--- config.mk ---
export PLATFORM = sky130hd
export DESIGN_NAME = div_seq_ctrl
export DESIGN_NICKNAME = d
export VERILOG_FILES = /design/src/rtl/div_seq_ctrl.sv
export SDC_FILE = /design/constraint.sdc
export NUM_CORES = 1
export LEC_CHECK = 0
export ABC_CLOCK_PERIOD_IN_PS = 5900
export CORE_UTILIZATION = 59
export CTS_CLUSTER_SIZE = 14
export DETAILED_ROUTE_END_ITERATION = 10
export PLACE_DENSITY = 0.91
export SETUP_SLACK_MARGIN = 0.4
export SKIP_CTS_REPAIR_TIMING = 1
export SLEW_MARGIN = 20
export SYNTH_ARGS = -nofsm -noshare
export SYNTH_HDL_FRONTEND = slang
export SYNTH_SLANG_ARGS = --single-unit
export TNS_END_PERCENT = 10
--- constraint.sdc ---
create_clock -name clk -period 5.9 [get_ports clk]
set_clock_uncertainty 0.05 [all_clocks]
set_input_delay 1.18 -clock clk [delete_from_list [all_inputs] [get_ports clk]]
set_output_delay 1.18 -clock clk [all_outputs]
set_load 0.05 [all_outputs]
--- src/rtl/div_seq_ctrl.sv ---
// Multi-cycle restoring divider for the calculator's divide path: 7-bit unsigned
// operands, one quotient bit per clock, round-to-nearest with ties rounding down.
module div_seq_ctrl (
  input  logic       clk,
  input  logic       rst_n,
  input  logic       start,
  input  logic [6:0] A,
  input  logic [6:0] B,
  output logic       busy,
  output logic       done,
  output logic [7:0] S,
  output logic [6:0] R,
  output logic       flag
);

  localparam int DATA_W = 7;

  typedef enum logic [1:0] {IDLE, DIV, ROUND, DONE} state_t;

  state_t            state;
  logic [DATA_W-1:0] dvd;
  logic [DATA_W-1:0] dvs;
  logic [DATA_W-1:0] rem;
  logic [2:0]        cnt;
  logic [DATA_W:0]   trial;
  logic [DATA_W:0]   diff;
  logic              ge;

  // The remainder stays below the divisor, so an 8-bit result cannot overflow.
  function automatic logic [DATA_W:0] round_q(input logic [DATA_W-1:0] q,
                                               input logic [DATA_W-1:0] r,
                                               input logic [DATA_W-1:0] d);
    logic [DATA_W:0] qe;
    qe = {1'b0, q};
    if (r > (d >> 1))
      round_q = qe + (DATA_W+1)'(1);
    else
      round_q = qe;
  endfunction

  always_comb begin
    trial = {rem, dvd[DATA_W-1]};
    diff  = trial - {1'b0, dvs};
    ge    = (trial >= {1'b0, dvs});
  end

  assign busy = (state != IDLE);

  always_ff @(posedge clk or negedge rst_n) begin
    if (!rst_n) begin
      state <= IDLE;
      dvd   <= '0;
      dvs   <= '0;
      rem   <= '0;
      cnt   <= '0;
      S     <= '0;
      R     <= '0;
      flag  <= 1'b0;
      done  <= 1'b0;
    end else begin
      case (state)
        IDLE: begin
          done <= 1'b0;
          if (start) begin
            if (B == '0) begin
              S     <= '0;
              R     <= '0;
              flag  <= 1'b1;
              done  <= 1'b1;
              state <= DONE;
            end else begin
              dvd   <= A;
              dvs   <= B;
              rem   <= '0;
              cnt   <= 3'd6;
              state <= DIV;
            end
          end
        end
        DIV: begin
          // Quotient bits shift in behind the dividend bits as they are consumed.
          rem <= ge ? diff[DATA_W-1:0] : trial[DATA_W-1:0];
          dvd <= {dvd[DATA_W-2:0], ge};
          cnt <= cnt - 3'd1;
          if (cnt == 3'd0)
            state <= ROUND;
        end
        ROUND: begin
          S     <= round_q(dvd, rem, dvs);
          R     <= rem;
          flag  <= 1'b0;
          done  <= 1'b1;
          state <= DONE;
        end
        DONE: begin
          done  <= 1'b0;
          state <= IDLE;
        end
        default: state <= IDLE;
      endcase
    end
  end

endmodule
After elaboration in Yosys (flattened, before gate mapping)

Index checks and enable logic that the tools add are counted.

Word-level logic and storage cells: 60
Register bits: 43
Output and inout bits: 18

Magnitude comparators: 2
Equality and inequality tests: 7
Reduce and logical (&&, ||, !) cells: 11
Add/sub/neg operators: 3
Mux-type cells: 27
Bitwise logic cells: 1

Operator list:

| cell                  | number |
|---|---|
| $mux W7               | 7 |
| $pmux W7 S2           | 3 |
| $mux W8               | 3 |
| $pmux W8 S2           | 1 |
| $reduce_and A3 Y1     | 3 |
| $add A7 B1 Y8 const B | 1 |
| $ge A8 B7 Y1          | 1 |
| $ne A2 B2 Y1 const B  | 4 |
| $pmux W2 S4           | 1 |
| $gt A7 B6 Y1          | 1 |
| $logic_not A7 Y1      | 1 |
| $sub A7 B7 Y7         | 1 |
| $mux W2               | 3 |
| $mux W3               | 2 |
| $pmux W3 S2           | 1 |
| $reduce_bool A2 Y1    | 3 |
| $eq A2 B2 Y1 const B  | 2 |
| $mux W1               | 4 |
| $logic_not A3 Y1      | 1 |
| $pmux W1 S3           | 1 |
| $reduce_bool A3 Y1    | 1 |
| $sub A3 B1 Y3 const B | 1 |
| $eq A2 B1 Y1 const B  | 1 |
| $logic_not A2 Y1      | 1 |
| other kinds (3)       | 3 |

Longest topological paths before layout

Word-level depth: 4
Gate-level depth with buffers: 10
Mapped depth without buffers: 9

Worst setup path before layout

Ideal clock, no wire load.

Kind: input port to flip-flop
Start point: input port B[2]
End point: register rem[0]
Slack: 3.201 ns
Library setup time: 0.120 ns
Stages: 5
Arrival: 2.529 ns
Cell sequence: or4_4 -> o211a_4 -> or2_0 -> clkbuf_2 -> a31o_1

Longest elaborated chain between the ends: 3

Ends and longest elaborated chain:

| what                               | RTL line | source |
|---|---|---|
| from (decl)                        | 8        | `input logic [6:0] B,` |
| $logic_not A7 Y1                   | 65       | `if (B == '0) begin` |
| $ne A2 B2 Y1 (no source line)      | -        |  |
| $reduce_and A3 Y1 (no source line) | -        |  |
| to (signal assigned)               | 82       | `rem <= ge ? diff[DATA_W-1:0] : trial[DATA_W-1:0];` |
| to (decl)                          | 23       | `logic [DATA_W-1:0] rem;` |

No other way between the ends.
A chain may end at the register's enable or synchronous reset.

Final worst setup path

Start point: register state[0]
End point: output port busy

Longest elaborated chain between the ends: 1

Ends and longest elaborated chain:

| what                   | RTL line | source |
|---|---|---|
| from (decl)            | 20       | `state_t state;` |
| from (signal assigned) | 51       | `state <= IDLE;` |
| from (signal assigned) | 70       | `state <= DONE;` |
| from (signal assigned) | 76       | `state <= DIV;` |
| $reduce_bool A2 Y1     | 47       | `assign busy = (state != IDLE);` |
| to (decl)              | 9        | `output logic busy,` |

No other way between the ends.

==> key figures <==
Route
  • Wire per inst: 15.45 µm
  • DRC violations left: 0
  • Antenna viol nets, final: 0
  • Drt pass-1 iters: 4
  • Post-DR vias/cell: 6.062
  • DR vias: 1,946
  • DRT Wirelength: 4959 µm
  • DRT iter0 DRCs: 86

Pwr
  • IR drop worst, VDD: 0.2977 mV
  • Sw Share: 47.24%
  • Seq pwr share: 28.8%
  • Leakage dissipation: 1.297 nW
  • Internal: 969.7 µW
  • Combinational fraction of design power: 60.9%
  • Final Power: 1.838 mW
  • Clk pwr share: 10.2%
  • Sw Pwr: 868.4 µW
  • Total power per unit cell area: 634.3 nW/µm²

Yosys
  • Top cell type's share of synthesized area: 43.70%
  • Mapped Area: 2462 µm²
  • Gate Count Post-Synth: 238
  • Unique masters post-synth: 52
  • #FFs+latches synth: 43
  • Asr flop ratio synth: 100.0%
  • Seq/Total Area, Yosys: 43.70%
  • Synthesized net count: 272
  • Yosys top cell by area: dfrtp_1
  • Post-synth EDFFs: 0
  • Yosys warnings: 0
  • Syn_area_per_cell: 10.35 µm²
  • Ys flop type: dfrtp_1
  • Synth cell count leaders: 43 x dfrtp_1, 24 x o21ai_0, 21 x nand2_1
  • Synth top area cells: dfrtp_1 44%, ha_1 8.1%, a22o_1 5.0%, o21ai_0 4.9%, mux2i_1 4.5%
  • Most numerous cell in the Yosys netlist: dfrtp_1

Final layout
  • ANT cells: 0
  • Fill cell instance count of the final layout: 316
  • Total Nets Final: 305
  • Final Cell Area: 2898 µm²
  • Area of the multi-input gates: 1265 µm²
  • Final Non-Filler Cells: 321
  • Fraction of layout instances using a drive strength above 1: 7.749%
  • Area grow syn2layout: 17.68%
  • Register area: 1076 µm²

Clock tree
  • H-Tree Depth: 2
  • CTS Root Cell: clkbuf_8
  • Total clock buffers created by CTS: 5
  • CTS tree: built
  • Worst-path clk slew: 0.08 ns
  • Clock sink count: 43
  • Clk_lat worst skew: 0.30 ns
  • Maximum clock path buffer count: 2

Die
  • Die ar.: 4436 µm²
  • CORE AREA: 4000 µm²
  • Die width: 66.60 µm
  • Row count: 23
  • Starting Density: 61.56%
  • Die height: 66.60 µm
  • I/O Pins: 35

Timing
  • TNS Setup: 0 ns
  • Fin crit period: 3.313 ns
  • Final hold vios: 0
  • Slew margin rel.: 37.55%
  • Fin crit share: 56.15%
  • Final setup violation count: 0
  • Worst-margin pin slew: 0.9367 ns
  • Setup ws final: 2.587 ns
  • Slew Viols, Final: 0
  • Peak Freq: 0.3019 GHz
  • Unrepaired setup endpoints after global routing: false

Critical path
  • Slowest CP cell: clkdlybuf4s50_1
  • Critical path type: reg2out
  • Max stage delay on crit path: 0.82 ns
  • Crit end category: output port
  • CP max FO: 6
  • CP startpoint kind: flip-flop
  • Cell mode on critical path: inv_1
  • CP bufs+invs: 3
  • CP top delay family: buffers and inverters
  • Crit path cell chain: inv_1, ha_1, inv_1, clkdlybuf4s50_1
  • CP required: 4.67 ns
  • Worst path arrival time: 2.08 ns

GRT
  • First-pass GRT wire length: 8314 µm
  • Pin count of the biggest net entering global routing: 44
  • Vias in the first global route: 1,781
  • Overflow left after global routing: 0
  • Initial antenna violation count: 0
  • GRT Resource Usage Total: 25.79%

Placement
  • PortBufs: 34
  • GPL Wtd Cong: 0.9230
  • DP HPWL: 3682 µm
  • Dpl cells: 314
  • Setup WS pre-CTS: 1.981 ns
  • Instance area after placement: 2808 µm²

Job
  • Max cap viols: 0

Outcome
  • Status: complete, no violations

Worst hold path
  • Hold Crit Class: reg2reg
## stage by stage
step / hold slack [ns] / utilization, %
2_1_floorplan: 0.4253 / -
3_3_place_gp: 0.4194 / 70.19
3_5_place_dp: 0.4305 / 70.19
4_1_cts: 0.4484 / 72.38
5_1_grt: 0.4771 / 72.44
6_report: 0.4423 / 72.44
## routing by layer
layer  share of wire (%)  vias up  track usage, %  routed length, µm
li1                    -      926               -                  -
met1                  44      946           32.75               2184
met2                  48       62           41.54               2391
met3                 5.4       12           4.452                266
met4                 2.3        0           13.83                116
met5                   0        -               0                  0
## layout by cell type, fill, tap and decap left out, types with 2 or more instances in the layout
cell             count
a211oi_1             4
a21o_1               5
a21oi_1              4
a22o_1              14
a31oi_1              4
a32oi_1              2
and3_1               4
clkbuf_8             6
clkdlybuf4s50_1     33
dfrtp_1             43
ha_1                16
inv_1               19
mux2_2               3
mux2i_1             11
nand2_1             21
nand4_1              2
nor2_1               9
nor2b_1              3
o211ai_1             3
o21ai_0             24
o31ai_1              3
xnor2_1              7
xor2_1               2
## state kept, by name (all words and copies together) (netlist names)
| name | count |
|---|---|
| rem | 7 |
| R | 7 |
| dvd | 7 |
| S | 8 |
| dvs | 7 |
| done | 1 |
| cnt | 3 |
| state | 2 |
| flag | 1 |
## worst min-delay path, cell delays in order (launching register included)
cell,delay [ns]
dfrtp_1,0.35
nand2_1,0.05
o21ai_0,0.06
## logic make-up after synthesis
| logic type | after synthesis | share of synthesized area [%] |
|---|---|---|
| flops | 43 | 43.70 |
| fa+ha+maj | 17 | 8.943 |
| compound gates | 77 | 23.07 |
| simple gates | 51 | 10.21 |
| xor+xnor | 9 | 3.201 |
| buf+inv | 27 | 5.031 |
| mux | 14 | 5.844 |
## final cells by class
type | instances | area share [%]
Sequential cell | 43 | 37.13
Clock buffer | 6 | 2.850
Timing Repair Buffer | 34 | 11.57
Multi-Input combinational cell | 168 | 43.65
Clock inverter | 1 | 0.1727
Inverter | 19 | 2.461
Tap cell | 50 | 2.159
## power by group through the flow
stage	Combinational (mW)	Clock, mW	Sequential, mW
2_1_floorplan	0.744	0	0.647
3_3_place_gp	1.07	0	0.529
3_5_place_dp	1.11	0	0.535
4_1_cts	1.12	0.192	0.529
5_1_grt	1.23	0.203	0.546
6_report	1.12	0.188	0.530
## worst paths after layout
check                      depth (start not counted)     start  endpoint  slack [ns]
min in group asynchronous                          1     rst_n    rem[1]        0.97
max in group asynchronous                          1     rst_n    dvd[6]        4.24
setup reg to reg                                   9    dvd[6]    rem[5]        2.92
hold reg to reg                                    2      done      done        0.44
setup / recovery                                   4  state[0]      busy        2.59
hold / removal                                     2      done      done        0.44
Note: power is estimated with default switching activity, not from simulation.
